--- config.mk ---
export PLATFORM = sky130hd
export DESIGN_NAME = key_search_scheduler
export DESIGN_NICKNAME = d
export VERILOG_FILES = /design/src/rtl/key_search_pkg.sv /design/src/rtl/rr_idle_picker.sv /design/src/rtl/key_search_scheduler.sv
export SDC_FILE = /design/constraint.sdc
export NUM_CORES = 1
export LEC_CHECK = 0
export BUFFER_PORTS_ARGS = -buffer_cell sky130_fd_sc_hd__buf_2
export CORE_UTILIZATION = 45
export CTS_CLUSTER_DIAMETER = 80
export DETAILED_ROUTE_END_ITERATION = 7
export GPL_TIMING_DRIVEN = 0
export PLACE_DENSITY = 0.67
export SLEW_MARGIN = 20
export SYNTH_ARGS = -nofsm -noshare
export SYNTH_HDL_FRONTEND = slang
export SYNTH_SLANG_ARGS = --single-unit
export TNS_END_PERCENT = 20
--- constraint.sdc ---
create_clock -name clk -period 8.5 [get_ports clk]
set_input_delay 0 -clock clk [delete_from_list [all_inputs] [get_ports clk]]
set_output_delay 0 -clock clk [all_outputs]
set_load 0.01 [all_outputs]
--- src/rtl/key_search_pkg.sv ---
// Shared types and parameter defaults for the RC4 key-search scheduler.
package key_search_pkg;

    localparam int               KEY_WIDTH_DEF = 24;
    localparam logic [23:0]      KEY_LIMIT_DEF = 24'h400000;

    typedef enum logic [2:0] {
        ST_IDLE,
        ST_RUN,
        ST_DRAIN,
        ST_FOUND,
        ST_EXHAUSTED
    } state_e;

endpackage

--- src/rtl/rr_idle_picker.sv ---
// Round-robin picker: first non-busy core at or after the pointer, wrapping.
module rr_idle_picker #(
    parameter int NUM_CORES = 4,
    parameter int IDX_W     = 2
) (
    input  logic [NUM_CORES-1:0] busy_i,
    input  logic [IDX_W-1:0]     ptr_i,
    output logic                 valid_o,
    output logic [IDX_W-1:0]     idx_o
);

    int               cand;
    logic [IDX_W-1:0] cand_idx;

    always_comb begin
        valid_o  = 1'b0;
        idx_o    = '0;
        cand     = 0;
        cand_idx = '0;
        for (int k = 0; k < NUM_CORES; k++) begin
            cand = int'(ptr_i) + k;
            if (cand >= NUM_CORES) begin
                cand = cand - NUM_CORES;
            end
            cand_idx = IDX_W'(cand);
            if (!valid_o && !busy_i[cand_idx]) begin
                valid_o = 1'b1;
                idx_o   = cand_idx;
            end
        end
    end

endmodule

--- src/rtl/key_search_scheduler.sv ---
// Hands out sequential keys to a pool of RC4 crack cores and collects the
// first successful decryption or reports that the key space is exhausted.
//
// state     | meaning
// IDLE      | waiting for go
// RUN       | dispatching keys, collecting results
// DRAIN     | all keys issued, waiting for busy cores to finish
// FOUND     | a core reported a valid key; cores aborted (terminal)
// EXHAUSTED | every key failed (terminal)
module key_search_scheduler
    import key_search_pkg::*;
#(
    parameter int                   NUM_CORES = 4,
    parameter int                   KEY_WIDTH = KEY_WIDTH_DEF,
    parameter logic [KEY_WIDTH-1:0] KEY_LIMIT = KEY_WIDTH'(KEY_LIMIT_DEF)
) (
    input  logic                           clk,
    input  logic                           reset,
    input  logic                           go,
    output logic [NUM_CORES-1:0]           core_start,
    output logic [NUM_CORES*KEY_WIDTH-1:0] core_key,
    input  logic [NUM_CORES-1:0]           core_done,
    input  logic [NUM_CORES-1:0]           core_found,
    output logic                           core_abort,
    output logic                           found,
    output logic                           exhausted,
    output logic [KEY_WIDTH-1:0]           found_key,
    output logic [KEY_WIDTH:0]             keys_tried
);

    localparam int IDX_W = (NUM_CORES > 1) ? $clog2(NUM_CORES) : 1;

    state_e                         state_q, state_d;
    logic [KEY_WIDTH:0]             next_key_q, next_key_d;
    logic [KEY_WIDTH:0]             tried_q, tried_d;
    logic [NUM_CORES-1:0]           busy_q, busy_d;
    logic [IDX_W-1:0]               ptr_q, ptr_d;
    logic [NUM_CORES-1:0]           start_q, start_d;
    logic [NUM_CORES*KEY_WIDTH-1:0] key_q, key_d;
    logic [KEY_WIDTH-1:0]           fkey_q, fkey_d;
    logic                           abort_q, found_q, exh_q;

    logic [NUM_CORES-1:0]           done_v, find_v;
    logic [KEY_WIDTH:0]             done_cnt;
    logic [KEY_WIDTH-1:0]           win_key;
    logic                           pick_valid;
    logic [IDX_W-1:0]               pick_idx;
    logic                           limit_reached;

    // Picker sees the registered busy bits, so a core finishing this cycle
    // cannot be re-dispatched before the next one.
    rr_idle_picker #(
        .NUM_CORES (NUM_CORES),
        .IDX_W     (IDX_W)
    ) u_picker (
        .busy_i  (busy_q),
        .ptr_i   (ptr_q),
        .valid_o (pick_valid),
        .idx_o   (pick_idx)
    );

    assign done_v        = core_done & busy_q;
    assign find_v        = done_v & core_found;
    assign limit_reached = (next_key_q >= {1'b0, KEY_LIMIT});

    always_comb begin
        done_cnt = '0;
        win_key  = '0;
        for (int i = 0; i < NUM_CORES; i++) begin
            done_cnt = done_cnt + (KEY_WIDTH+1)'(done_v[i]);
        end
        for (int i = NUM_CORES - 1; i >= 0; i--) begin
            if (find_v[i]) begin
                win_key = key_q[i*KEY_WIDTH +: KEY_WIDTH];
            end
        end
    end

    always_comb begin
        state_d    = state_q;
        next_key_d = next_key_q;
        tried_d    = tried_q;
        busy_d     = busy_q;
        ptr_d      = ptr_q;
        start_d    = '0;
        key_d      = key_q;
        fkey_d     = fkey_q;

        unique case (state_q)
            ST_IDLE: begin
                if (go) begin
                    state_d    = ST_RUN;
                    next_key_d = '0;
                    tried_d    = '0;
                    busy_d     = '0;
                    ptr_d      = '0;
                end
            end

            ST_RUN, ST_DRAIN: begin
                tried_d = tried_q + done_cnt;
                if (|find_v) begin
                    state_d = ST_FOUND;
                    fkey_d  = win_key;
                    busy_d  = '0;
                end else begin
                    busy_d = busy_q & ~done_v;
                    if (state_q == ST_RUN) begin
                        if (!limit_reached && pick_valid) begin
                            for (int i = 0; i < NUM_CORES; i++) begin
                                if (pick_idx == IDX_W'(i)) begin
                                    start_d[i]                        = 1'b1;
                                    key_d[i*KEY_WIDTH +: KEY_WIDTH]   = next_key_q[KEY_WIDTH-1:0];
                                    busy_d[i]                         = 1'b1;
                                end
                            end
                            next_key_d = next_key_q + 1'b1;
                            ptr_d      = (pick_idx == IDX_W'(NUM_CORES - 1)) ? '0 : pick_idx + 1'b1;
                        end
                        if (next_key_d >= {1'b0, KEY_LIMIT}) begin
                            state_d = ST_DRAIN;
                        end
                    end else if (busy_q == '0) begin
                        state_d = ST_EXHAUSTED;
                    end
                end
            end

            ST_FOUND, ST_EXHAUSTED: begin
            end

            default: begin
                state_d = ST_IDLE;
            end
        endcase
    end

    always_ff @(posedge clk or negedge reset) begin
        if (!reset) begin
            state_q    <= ST_IDLE;
            next_key_q <= '0;
            tried_q    <= '0;
            busy_q     <= '0;
            ptr_q      <= '0;
            start_q    <= '0;
            key_q      <= '0;
            fkey_q     <= '0;
            abort_q    <= 1'b0;
            found_q    <= 1'b0;
            exh_q      <= 1'b0;
        end else begin
            state_q    <= state_d;
            next_key_q <= next_key_d;
            tried_q    <= tried_d;
            busy_q     <= busy_d;
            ptr_q      <= ptr_d;
            start_q    <= start_d;
            key_q      <= key_d;
            fkey_q     <= fkey_d;
            abort_q    <= (state_d == ST_FOUND);
            found_q    <= (state_d == ST_FOUND);
            exh_q      <= (state_d == ST_EXHAUSTED);
        end
    end

    assign core_start = start_q;
    assign core_key   = key_q;
    assign core_abort = abort_q;
    assign found      = found_q;
    assign exhausted  = exh_q;
    assign found_key  = fkey_q;
    assign keys_tried = tried_q;

endmodule

* Word-level counts from Yosys, hierarchy flattened
Cells that the tools add are included.
** Cells by class
- $add $sub $neg :: 13
- Order comparisons :: 10
- Equality and inequality tests :: 13
- Multiplexer cells :: 62
- Bitwise logic cells :: 5
- Reduce and logical (&&, ||, !) cells :: 25
** Operator list (count)
- $mux 25 :: 7
- $pmux 25 s2 :: 2
- $mux 24 :: 4
- $ge 25x23->1 const B :: 2
- $mux 4 :: 8
- $mux 2 :: 13
- $add 25x1->25 const B :: 1
- $add 25x4->25 :: 1
- $reduce_and 5->1 :: 5
- $mux 1 :: 16
- $mux 3 :: 5
- $and 4x4->4 :: 3
- $lt 2x3->1 const B :: 4
- $eq 3x2->1 const B :: 3
- $ge 3x3->1 const B :: 3
- $pmux 3 s3 :: 1
- $bmux 1 s2 :: 4
- $ne 2x2->1 const B :: 4
- $pmux 4 s2 :: 1
- $sub 2x1->2 const B :: 4
- $add 2x2->3 const B :: 2
- $eq 3x3->1 const B :: 2
- $logic_not 1->1 :: 6
- $add 3x1->4 :: 1
- other kinds (20) :: 26
** Word-level totals
- Flip-flop bits (word level) :: 185
- Input bits :: 11
- Output and inout bits :: 152
- Word-level logic and storage cells :: 141

* Logic depth before layout (Yosys ltp)
Gate-level depths: netlist of run 1.
- Depth in word-level cells :: 25
- Gate-level depth with buffers :: 13
- Depth with buffers taken out :: 11

* Cells and area by module
A second synthesis of run 1 with hierarchy kept.
** Unflattened totals
- Cell total of the unflattened synthesis :: 815
- Area total of the unflattened synthesis :: 8623.3 um^2
** By module, submodules not included
- key_search_scheduler :: times used 1, cells an instance 805, area an instance 8533.2 um^2, seq. area each 4629.4 um^2
- rr_idle_picker :: times used 1, cells an instance 10, area an instance 90.1 um^2, seq. area each 0.0 um^2

* Least setup slack after synthesis of run 1
Ideal clock, no wire load.
- Path kind :: flip-flop to flip-flop
- Start :: register busy_q[0]
- End :: register tried_q[14], in the netlist keys_tried[14]
- Library setup time :: 0.132 ns
- Arrival time :: 2.729 ns
- Data required time :: 8.368 ns
- Slack :: 5.639 ns
- Stages on the path, launching flop included :: 14
- Path buffers :: 2
- Period minus slack after synthesis :: 2.861 ns
- Cell sequence :: dfrtp_1 > clkbuf_1 > and2_1 > fa_1 > inv_1 > fa_1 > inv_1 > fa_1 > and3_1 > nand3_1 > clkbuf_1 > nor4_1 > xnor2_1 > nor2_1
** On the way
- Word-level cells in the longest chain between the ends :: 6
** RTL lines
- from (decl) :: RTL line key_search_scheduler.sv:36 : logic [NUM_CORES-1:0] busy_q, busy_d;
- from (signal assigned) :: RTL line key_search_scheduler.sv:155 : busy_q <= busy_d;
- $and 4x4->4 :: RTL line key_search_scheduler.sv:62 : assign done_v = core_done & busy_q;
- $add 1x1->2 :: RTL line key_search_scheduler.sv:70 : done_cnt = done_cnt + (KEY_WIDTH+1)'(done_v[i]);
- $add 2x1->3 :: RTL line key_search_scheduler.sv:70
- $add 3x1->4 :: RTL line key_search_scheduler.sv:70
- $add 25x4->25 :: RTL line key_search_scheduler.sv:101 : tried_d = tried_q + done_cnt;
- $pmux 25 s2 :: RTL line key_search_scheduler.sv:89 : unique case (state_q)
- to (signal assigned) :: RTL line key_search_scheduler.sv:154 : tried_q <= tried_d;
- to (decl) :: RTL line key_search_scheduler.sv:35 : logic [KEY_WIDTH:0] tried_q, tried_d;
Every way passes these cells.
A chain may end at the register's enable or synchronous reset.

* Worst setup path in the final report of run 1
Ends and elaborated chain as after synthesis.

==> results of run 1 <==
==> Yosys cell counts, types with 4 or more instances <==
library cell                instances  area [µm²]
sky130_fd_sc_hd__a2111oi_0          6        52.6
sky130_fd_sc_hd__a21oi_1           25         125
sky130_fd_sc_hd__and2_1            12        75.1
sky130_fd_sc_hd__and3_1             5        31.3
sky130_fd_sc_hd__and4_1             4        35.0
sky130_fd_sc_hd__buf_2              7        35.0
sky130_fd_sc_hd__buf_6              8        90.1
sky130_fd_sc_hd__clkbuf_1          31         116
sky130_fd_sc_hd__dfrtp_1          185        4630
sky130_fd_sc_hd__ha_1               7        87.6
sky130_fd_sc_hd__inv_1             20        75.1
sky130_fd_sc_hd__mux2_2            24         270
sky130_fd_sc_hd__mux2_4            64         961
sky130_fd_sc_hd__mux2i_1           48         480
sky130_fd_sc_hd__nand2_1           61         229
sky130_fd_sc_hd__nand2_4            4        45.0
sky130_fd_sc_hd__nand3_1           12        60.1
sky130_fd_sc_hd__nand4_1           35         219
sky130_fd_sc_hd__nor2_1            37         139
sky130_fd_sc_hd__nor3_1             6        30.0
sky130_fd_sc_hd__nor4_1             9        56.3
sky130_fd_sc_hd__o21ai_0           71         355
sky130_fd_sc_hd__or3_1             18         113
sky130_fd_sc_hd__xnor2_1           23         201
==> routing by layer <==
metal	GRT usage, %	wire length [µm]	vias to the layer above	part of all wire [%]
met1	33.1	10900	3381	46
met2	36.6	10900	224	46
met5	0	0	-	0
met4	6.55	320	0	1.4
li1	-	-	3151	-
met3	5.83	1430	20	6.0
==> cell type report <==
class                   instances  area [µm²]
multi-input cells             520        4050
fillers                      1745        8660
plain buffers                  50         260
flip-flops and latches        185        4630
repair buffers                168         898
well taps                     265         332
clock buffers                  18         439
diodes                          1        2.50
clock inverters                14         185
inverters                      20        75.1
==> per-stage QoR <==
step	setup WS (ns)	instance area, µm²	hold WS (ns)	utilization (%)
2_1_floorplan	5.64	9000	-0.296	-
3_3_place_gp	4.37	10100	0.333	52.0
3_5_place_dp	5.22	10200	0.0588	52.1
4_1_cts	5.21	10900	0.0444	55.6
5_1_grt	4.95	10900	0.0335	55.6
6_report	5.20	10900	0.0481	55.7
==> kinds of logic after synthesis <==
logic type | Yosys count | synth area share, %
and+or+nand+nor | 221 | 13.4
DFF | 185 | 51.4
muxes | 136 | 19.0
AOI/OAI and AO/OA | 128 | 8.41
buffers and inverters | 70 | 3.72
xor gates and xnor gates | 25 | 2.43
adders and majority gates | 10 | 1.64
==> what timing repair did <==
| action | CTS | global route |
|---|---|---|
| hold endpoints to repair | 90 | 0 |
| hold buffers | 5 | 0 |
| endpoints found under the setup margin | 0 | 0 |
==> power by group <==
group          total [mW]  leakage, nW  switching (mW)  internal, mW
registers            1.08         2.53          0.0948         0.987
logic               0.977         2.74           0.599         0.378
clock network       0.831        0.299           0.375         0.456
total                2.89         5.57            1.07          1.82
==> worst max-delay path, delay by kind of cell (launching register included) <==
family                     cells  cell delay (ns)
DFF                            1             0.36
and+or+nand+nor                5             0.97
adders and majority gates      3             1.04
xor gates and xnor gates       1             0.17
buffers and inverters          4             0.64
==> flip-flops by register name, summed over array words and instances (netlist names), 2 cells and up <==
register and flops:
keys_tried 25, core_key 96, ptr_q 2, busy_q 4
found_key 24, next_key_q 25, state_q 3, core_start 4
==> path summary, 6_finish.rpt <==
check                           slack (ns)          start  cells past startpoint        endpoint
worst min-delay path                  0.05             go                      3  next_key_q[24]
max in group asynchronous             7.41          reset                      3     core_key[1]
worst min register to register        0.47  found_key[12]                      2   found_key[12]
worst max register to register        5.20      busy_q[0]                     13  keys_tried[14]
min in group asynchronous             0.15          reset                      2   found_key[22]
worst max-delay path                  5.20      busy_q[0]                     13  keys_tried[14]
==> reports/metrics.sh, run 1 <==
MAXIMUM_LEVEL_OF_THE_CTS_H_TREE=4
ANTENNA_VIOLATIONS_BEFORE_REPAIR=1
CTS_ROOT_BUFFER='sky130_fd_sc_hd__clkbuf_16'
STARTPOINT_CLASS='flip-flop'
CRIT_REQUIRED_NS=8.80
HOLDCRITPATHCLASS='in -> reg'
GPL.FINAL_WEIGHTED_CONGESTION=0.825
POSTSYNTHREGISTERBITS=185
COUNT_OF_FLIP_FLOPS_WITH_A_BUILT_IN_ENABLE_AFTER_SYNTHESIS=0
SETUP_TOTAL_NEGATIVE_SLACK_NS=0
CTS.SINK_COUNT=185
RUN_STATUS='completed'
FMAX_MHz=303
FINAL_LAYOUT_SIZE_SUFFIX_GT1_SHARE_PCT=31.9
GRT.TOTAL_USAGE_PCT=23.7
TYPE_OF_ELEMENT_CAPTURING_THE_CRITICAL_PATH='flip-flop'
SEQ_AREA_FRAC_SYNTH_PCT=51.4
IO_PINS=163
FLOORPLAN.CORE_AREA_UM2=19500
MIN_PERIOD_OVER_PERIOD_PCT=38.8
MOST-COMMON-LAYOUT-CELLS='sky130_fd_sc_hd__dfrtp_1 (185), sky130_fd_sc_hd__buf_2 (168), sky130_fd_sc_hd__o21ai_0 (71)'
SYNTH_FF_TYPE='sky130_fd_sc_hd__dfrtp_1'
GRT_MAX_DEGREE=100
ASYNC_FLOP_SHARE_PCT=100
CRITICAL_PATH_ARRIVAL_NS=3.60
CRIT_PATH_CELL_TRACE='clkbuf_1 > and2_1 > fa_1 > inv_1 > fa_1 > inv_1 > fa_1 > and3_1 > nand3_1 > clkbuf_1 > nor4_1 > xnor2_1 > nor2_1'
GRT_OVERFLOW_TOTAL=0
CTS_MADE_BUFFERS=17
FIRST_GLOBAL_VIAS=6479
POST_DRT_VIA_CELL_RATIO=5.46
FINALNONFILLERCELLS=1241
SYNTH.AVG_CELL_AREA_UM2=11.6
POWER.DENSITY_CELL_AREA_nW_PER_UM2=266
FP-ROW-COUNT=51
DP.CELLS=1203
FINAL_PERIOD_MINUS_WORST_SETUP_SLACK_NS=3.30
CLK_LATENCY_NS=0.43
WORST_PATH_MAX_DELAY_CELL='sky130_fd_sc_hd__fa_1'
CTSRESIZECOUNT=0
MAX-VDD-IR-DROP_uV=201
DIE_WIDTH_UM=143
NETS=983
SYN-INSTANCE-COUNT=775
FINALCLOCKSKEW_NS=0.0144
WORST-SLEW-PIN-TRANSITION_NS=0.921
LAYOUT_COMMONEST_CELL='sky130_fd_sc_hd__dfrtp_1'
STARTING_DENSITY_PCT=46.1
DRT-WIRELENGTH-PER-CELL_UM=19.0
DR.FIRST_ITER.DRC_COUNT=471
SLEW_HEADROOM_PCT=38.6
DRT_WL_TOTAL_UM=23600
CRIT_FANOUT=10
SLEW_VIOLATIONS=0
DESIGN_POWER_TOTAL_mW=2.89
CTS_MAX_PATH_BUFFERS=2
DETAILED_PLACER_S_ENDING_HPWL_UM=16100
TIMING.CRITICAL_PATH.MODE_CELL='sky130_fd_sc_hd__fa_1'
DRC=0
POWER_LEAKAGE_nW=5.57
GRT_PASS1_WL_UM=36700
SYNTH.DISTINCT_CELLS=59
RSZ_0062_RAISED_AFTER_GLOBAL_ROUTING='no'
SYNTHESIS.AREA_UM2=9000
DIE-AREA_UM2=20600
POST-CTS-SETUP-BUFFERS=0
DRT.ANTENNA.VIOLATING_NETS=0
DIE-HEIGHT_UM=143
AREAGROWTHSYNTHTOFINISH_PCT=20.7
YOSYS_WARNINGS=0
CTS.REPORTEDPATHS.CLKPINSLEW_NS=0.07
FINAL_COUNT_OF_HOLD_TIMING_VIOLATIONS=0
CAP_VIOL_MAX_COUNT=0
FINALSETUPVIOLATIONS=0
SLOWEST_DELAY_NS=0.51
PORT_BUFFERS=162
SYNTHESIS.NETS=796
TRITONCTS='yes'
CRITPATHKIND='reg -> reg'
NUM_VIAS=6776
DETAILEDROUTE.FIRSTPASSITERATIONCOUNT=5
Power figures use the tool's default switching activity.
==> run 2: changes to the inputs <==
PLACE_DENSITY = 0.69   (was 0.67)
clock period = 2.7 ns   (was 8.5 ns; I/O delays follow)
==> run 2 against run 1 <==
Against the previous run:
- the run now ends with negative setup slack left
- sequential share of layout area is 0.73 points lower
- setup slack worse by 5.3 ns
- flip-flop and latch count unchanged
- utilization is 1.0 points higher
- total power increased to 3.1 times the previous value
- cell count rose by 0.73%
- clock skew up 0.0018 ns
- die area is the same
- worst hold slack got worse by 0.022 ns
- combinational power rose to 3.2 times the previous value
- register-to-register slack worse by 5.3 ns
- fmax rose by 19%
- highest routed layer unchanged
==> reports/metrics.sh, run 2 (synthesis gave the netlist of run 1 again) <==
POST_DRT_VIA_CELL_RATIO=5.43
NUM_VIAS=6791
FINAL_PERIOD_MINUS_WORST_SETUP_SLACK_NS=2.78
DRT_WL_TOTAL_UM=23500
GRT_OVERFLOW_TOTAL=0
MOST-COMMON-LAYOUT-CELLS='sky130_fd_sc_hd__dfrtp_1 (183), sky130_fd_sc_hd__buf_2 (168), sky130_fd_sc_hd__o21ai_0 (68)'
CAP_VIOL_MAX_COUNT=0
FP-ROW-COUNT=51
LAYOUT_COMMONEST_CELL='sky130_fd_sc_hd__dfrtp_1'
IO_PINS=163
CRITPATHKIND='reg -> reg'
FIRST_GLOBAL_VIAS=6642
MIN_PERIOD_OVER_PERIOD_PCT=103
CTS_MADE_BUFFERS=17
DRC=0
AREAGROWTHSYNTHTOFINISH_PCT=22.9
DRT-WIRELENGTH-PER-CELL_UM=18.8
POSTLAYOUTCOREUTIL_PCT=56.7
STARTPOINT_CLASS='flip-flop'
FINALSETUPVIOLATIONS=2
DIE-AREA_UM2=20600
POWER_LEAKAGE_nW=5.69
RSZ_0062_RAISED_AFTER_GLOBAL_ROUTING='yes'
CTS_ROOT_BUFFER='sky130_fd_sc_hd__clkbuf_16'
DETAILED_PLACER_S_ENDING_HPWL_UM=16200
NETS=993
DR.FIRST_ITER.DRC_COUNT=380
FINAL_COUNT_OF_HOLD_TIMING_VIOLATIONS=0
CRIT_REQUIRED_NS=3.06
ANTENNA_VIOLATIONS_BEFORE_REPAIR=0
CLK_LATENCY_NS=0.44
GRT_MAX_DEGREE=98
FINALCLOCKSKEW_NS=0.0162
SETUP_TOTAL_NEGATIVE_SLACK_NS=-0.105
PRE_CTS_SLACK_NS=-0.268
SLEW_HEADROOM_PCT=39.9
STARTING_DENSITY_PCT=46.1
PORT_BUFFERS=162
FLOORPLAN.CORE_AREA_UM2=19500
LARGEST_REG_FLOPS=96
TYPE_OF_ELEMENT_CAPTURING_THE_CRITICAL_PATH='flip-flop'
CRIT_FANOUT=5
FINAL_DESIGN_AREA_NO_FILL_UM2=11100
POWER.DENSITY_CELL_AREA_nW_PER_UM2=819
FINAL_LAYOUT_SIZE_SUFFIX_GT1_SHARE_PCT=35.1
RUN_STATUS='complete, but fails checks'
DRT.ANTENNA.VIOLATING_NETS=0
MAX-VDD-IR-DROP_uV=497
MAXIMUM_LEVEL_OF_THE_CTS_H_TREE=4
TRITONCTS='yes'
GPL.FINAL_WEIGHTED_CONGESTION=0.832
FAILED_CHECKS='negative setup slack'
SLEW_VIOLATIONS=0
DIE-HEIGHT_UM=143
CRITICAL_PATH_ARRIVAL_NS=3.14
GRT.TOTAL_USAGE_PCT=23.9
DETAILEDROUTE.FIRSTPASSITERATIONCOUNT=4
CTS.REPORTEDPATHS.CLKPINSLEW_NS=0.07
DPL-INSTANCE-AREA_UM2=10200
HOLDCRITPATHCLASS='in -> reg'
DIE_WIDTH_UM=143
FMAX_MHz=360
WORST-SLEW-PIN-TRANSITION_NS=0.901
WORST_SLACK_NS=-0.0765
CTS_MAX_PATH_BUFFERS=2
GRT_PASS1_WL_UM=37100
ANTENNA_CELLS=0
CTS.SINK_COUNT=185
[run 2: cell types whose count changed in the layout (fill, tap and decap cells not counted), sizes merged]
cell	delta
buf	+10
clkinv	-1
inv	+2
clkinvlp	+1
diode	-1
bufinv	-1
clkbuf	-1
[run 2: worst paths after layout]
check	from	endpoint	slack, ns	cells after the start
worst max-delay path	busy_q[0]	keys_tried[24]	-0.08	11
min in group asynchronous	reset	found_key[11]	0.15	2
max in group asynchronous	reset	busy_q[0]	1.59	3
worst min-delay path	go	next_key_q[24]	0.03	3
worst max register to register	busy_q[0]	keys_tried[24]	-0.08	11
worst min register to register	found_key[6]	found_key[6]	0.48	2
[run 2: stage by stage]
| stage | power (mW) | hold slack, ns | cells |
|---|---|---|---|
| 3_5_place_dp | 6.54 | 0.0499 | 1203 |
| 2_1_floorplan | 5.50 | -0.296 | 775 |
| 3_3_place_gp | 6.48 | 0.327 | 1202 |
| 6_report | 9.06 | 0.0266 | 1250 |
| 5_1_grt | 9.53 | 0.0354 | 1250 |
| 4_1_cts | 9.09 | 0.0240 | 1247 |
[run 2: metal layers]
metal  up-vias  track usage, %  part of all wire (%)
met5         -               0                     0
met4         0            7.50                   1.6
met3        32            4.30                   4.4
met2       191            38.2                    48
met1      3386            33.1                    46
li1       3182               -                     -
[run 2: layout make-up]
type                    instances  area, µm²
multi-input cells             520       4170
flip-flops and latches        185       4630
clock inverters                15        159
plain buffers                  49        280
clock buffers                  17        425
well taps                     265        332
inverters                      20       75.1
repair buffers                179        995
fillers                      1731       8460
[run 2: timing repair]
action / CTS / global route
endpoints found under the setup margin: 22 / 85
hold endpoints to repair: 92 / 0
cloned: 1 / 0
hold buffers: 5 / 0
setup buffers: 7 / 4
pin swaps: 6 / 7
resized for setup: 15 / 15
[run 2: power by group]
part	switching (mW)	internal [mW]	total (mW)	leakage, nW
combinational	1.91	1.24	3.15	2.88
sequential	0.290	3.11	3.40	2.53
clock	1.20	1.31	2.51	0.281
[run 2: worst max-delay path, cell delays in order (launching register included)]
cell,delay [ns]
sky130_fd_sc_hd__dfrtp_2,0.41
sky130_fd_sc_hd__and2_4,0.14
sky130_fd_sc_hd__fa_1,0.50
sky130_fd_sc_hd__inv_1,0.05
sky130_fd_sc_hd__fa_2,0.33
sky130_fd_sc_hd__inv_2,0.08
sky130_fd_sc_hd__fa_2,0.19
sky130_fd_sc_hd__and3_4,0.19
sky130_fd_sc_hd__nand3_4,0.12
sky130_fd_sc_hd__nor2_4,0.12
sky130_fd_sc_hd__or4b_1,0.43
sky130_fd_sc_hd__a21oi_1,0.14
==> run 3: changes to the inputs <==
PLACE_DENSITY = 0.67   (was 0.69)
clock period = 2.58 ns   (was 2.7 ns; I/O delays follow)
==> run 3 against run 2 <==
Against the previous run:
- the flow still finishes with violations (negative setup slack)
- via count is 0.37% higher
- combinational power rose by 4%
- clock skew is 0.0045 ns lower
- cell count is 0.40% lower
- clock-buffer cell count is 2 higher
- worst hold slack improved by 0.0081 ns
- non-clock buffer count decreased by 2
- first-iteration DRC count is 2.1% higher
- critical path depth unchanged
- global-route usage is 0.29 points lower
- critical endpoint unchanged
- largest cell class unchanged
==> reports/metrics.sh, run 3 (synthesis gave the netlist of run 1 again) <==
RUN_STATUS='complete, but fails checks'
FAILED_CHECKS='negative setup slack'
POWER_FRAC_COMB_PCT=35.2
WORST_PATH_DOMINANT_CELL_FAMILY='simple AND/OR/NAND/NOR gates'
SLEW_VIOLATIONS=0
POWER.SHARE.SEQUENTIAL_PCT=38.2
FIRST_GLOBAL_VIAS=6470
WORSTHOLDSTART='go'
NETS=991
CRITPATHKIND='reg -> reg'
IO_PINS=163
AREAGROWTHSYNTHTOFINISH_PCT=22.3
SLEW_HEADROOM_PCT=28.9
SWITCHING_SHARE_PCT=36.7
HOLDCRITPATHCLASS='in -> reg'
INTPOWER_mW=5.90
WORST-SLEW-PIN-TRANSITION_NS=1.06
CAP_VIOL_MAX_COUNT=0
CTS_MAX_PATH_BUFFERS=2
MOST-COMMON-LAYOUT-CELLS='sky130_fd_sc_hd__dfrtp_1 (183), sky130_fd_sc_hd__buf_2 (168), sky130_fd_sc_hd__o21ai_0 (71)'
TIMING.CRITICAL_PATH.MODE_CELL='sky130_fd_sc_hd__fa_2'
FMAX_MHz=361
CLK_LATENCY_NS=0.44
DR.FIRST_ITER.DRC_COUNT=388
TERMINUS_OF_THE_CRITICAL_FLOP_TO_FLOP_PATH='keys_tried[24]'
MAXIMUM_LEVEL_OF_THE_CTS_H_TREE=4
POWER.DENSITY_CELL_AREA_nW_PER_UM2=847
SHARE_OF_POWER_BURNED_IN_THE_CLOCK_NETWORK_PCT=26.6
DESIGN_POWER_TOTAL_mW=9.32
FINAL_PERIOD_MINUS_WORST_SETUP_SLACK_NS=2.77
FINAL_LAYOUT_SIZE_SUFFIX_GT1_SHARE_PCT=35.0
WORST_SLACK_NS=-0.191
RSZ_0062_RAISED_AFTER_GLOBAL_ROUTING='yes'
CRIT_BUF_INV=2
CRIT_REQUIRED_NS=2.94
FP-ROW-COUNT=51
FINALCLOCKSKEW_NS=0.0117
GRT_PASS1_WL_UM=36600
TRITONCTS='yes'
FINAL_COUNT_OF_HOLD_TIMING_VIOLATIONS=0
POST_DRT_VIA_CELL_RATIO=5.47
POSTLAYOUTCOREUTIL_PCT=56.4
GPL.FINAL_WEIGHTED_CONGESTION=0.832
DRT-WIRELENGTH-PER-CELL_UM=18.8
DRT.ANTENNA.VIOLATING_NETS=0
TIMING.RR.START='busy_q[2]'
SETUP_SLACK_REG_TO_REG_NS=-0.19
PORT_BUFFERS=162
DRT_WL_TOTAL_UM=23400
CRITICAL_PATH_ARRIVAL_NS=3.14
HOLD_PATH_END='keys_tried[22]'
TYPE_OF_ELEMENT_CAPTURING_THE_CRITICAL_PATH='flip-flop'
DIE-HEIGHT_UM=143
CTS_ROOT_BUFFER='sky130_fd_sc_hd__clkbuf_16'
LARGEST_REG_FLOPS=96
POWER.SWITCHING_mW=3.42
GRT_MAX_DEGREE=88
NUM_VIAS=6816
FLOORPLAN.CORE_AREA_UM2=19500
LAYOUT_COMMONEST_CELL='sky130_fd_sc_hd__dfrtp_1'
MAX-VDD-IR-DROP_uV=588
PRE_CTS_SLACK_NS=-0.416
WORST_HOLD_PATH.NUM_CELLS=4
CTS_MADE_BUFFERS=17
MIN_PERIOD_OVER_PERIOD_PCT=107
CTS.SINK_COUNT=185
STARTING_DENSITY_PCT=46.1
ANTENNA_CELLS=0
WORST_PATH_MAX_DELAY_CELL='sky130_fd_sc_hd__fa_1'
REG2REG_DEPTH=11
CRIT_PATH_CELL_TRACE='and2_4 > fa_1 > inv_1 > fa_2 > inv_2 > fa_2 > and3_4 > nand3_4 > nor2_4 > or4b_4 > a21oi_2'
STARTPOINT_CLASS='flip-flop'
ANTENNA_VIOLATIONS_BEFORE_REPAIR=0
DRC=0
FINALSETUPVIOLATIONS=13
DIE_WIDTH_UM=143
POWER_LEAKAGE_nW=5.65
DETAILEDROUTE.FIRSTPASSITERATIONCOUNT=5
GRT.TOTAL_USAGE_PCT=23.7
SLOWEST_DELAY_NS=0.48
GRT_OVERFLOW_TOTAL=0
DIE-AREA_UM2=20600
CTS.REPORTEDPATHS.CLKPINSLEW_NS=0.07
DETAILED_PLACER_S_ENDING_HPWL_UM=16200
CRIT_FANOUT=4
==> run 3: per-layer routing <==
layer,routed length (µm),track usage [%]
met5,0,0
met4,279,6.38
met3,1210,4.23
met2,11200,37.6
met1,10700,33.3
==> run 3: worst min-delay path, stage by stage <==
cell	delay, ns
sky130_fd_sc_hd__buf_2	0.12
sky130_fd_sc_hd__nand3b_1	0.15
sky130_fd_sc_hd__nand2_1	0.10
sky130_fd_sc_hd__o21ai_0	0.06
==> run 3: worst max-delay path by stage <==
stage	slack [ns]	cells past startpoint	startpoint	to
2_1_floorplan	-0.19	12	busy_q[0]	keys_tried[24]
3_3_place_gp	-1.57	1	reset	core_key[55]
3_5_place_dp	-0.42	12	busy_q[2]	keys_tried[16]
4_1_cts	-0.20	11	busy_q[2]	keys_tried[24]
5_1_grt	-0.31	11	busy_q[2]	keys_tried[24]
6_report	-0.19	11	busy_q[2]	keys_tried[24]
==> run 3: timing repair <==
| action | 4_1_cts | 5_1_grt |
|---|---|---|
| hold endpoints to repair | 102 | 0 |
| resized for setup | 15 | 14 |
| hold buffers | 6 | 0 |
| cloned | 0 | 0 |
| setup buffers | 6 | 1 |
| pin swaps | 4 | 0 |
| setup endpoints to repair | 63 | 108 |
==> run 3: area by class of cell <==
type                       count  area [µm²]
buffer                        49         270
timing repair buffer         177         992
tap                          265         332
clock inverter                10        96.3
sequential                   185        4630
fill                        1697        8520
clock buffer                  19         443
multi-input combinational    520        4170
inverter                      20        75.1
==> run 3: through the flow <==
step | cell area (µm²) | TNS (ns) | instances | hold WS [ns]
2_1_floorplan | 9050 | -1.03 | 775 | -0.296
3_3_place_gp | 10200 | -291.83 | 1202 | 0.337
3_5_place_dp | 10300 | -5.24 | 1204 | -0.158
4_1_cts | 11000 | -2.87 | 1244 | 0.0294
5_1_grt | 11000 | -3.87 | 1245 | 0.0656
6_report | 11000 | -1.63 | 1245 | 0.0347
==> run 3: power by group through the flow <==
stage | clock (mW) | combinational [mW] | sequential, mW
2_1_floorplan | 0 | 2.09 | 3.66
3_3_place_gp | 0 | 3.17 | 3.61
3_5_place_dp | 0 | 3.22 | 3.62
4_1_cts | 2.51 | 3.28 | 3.56
5_1_grt | 2.62 | 3.56 | 3.60
6_report | 2.48 | 3.28 | 3.56
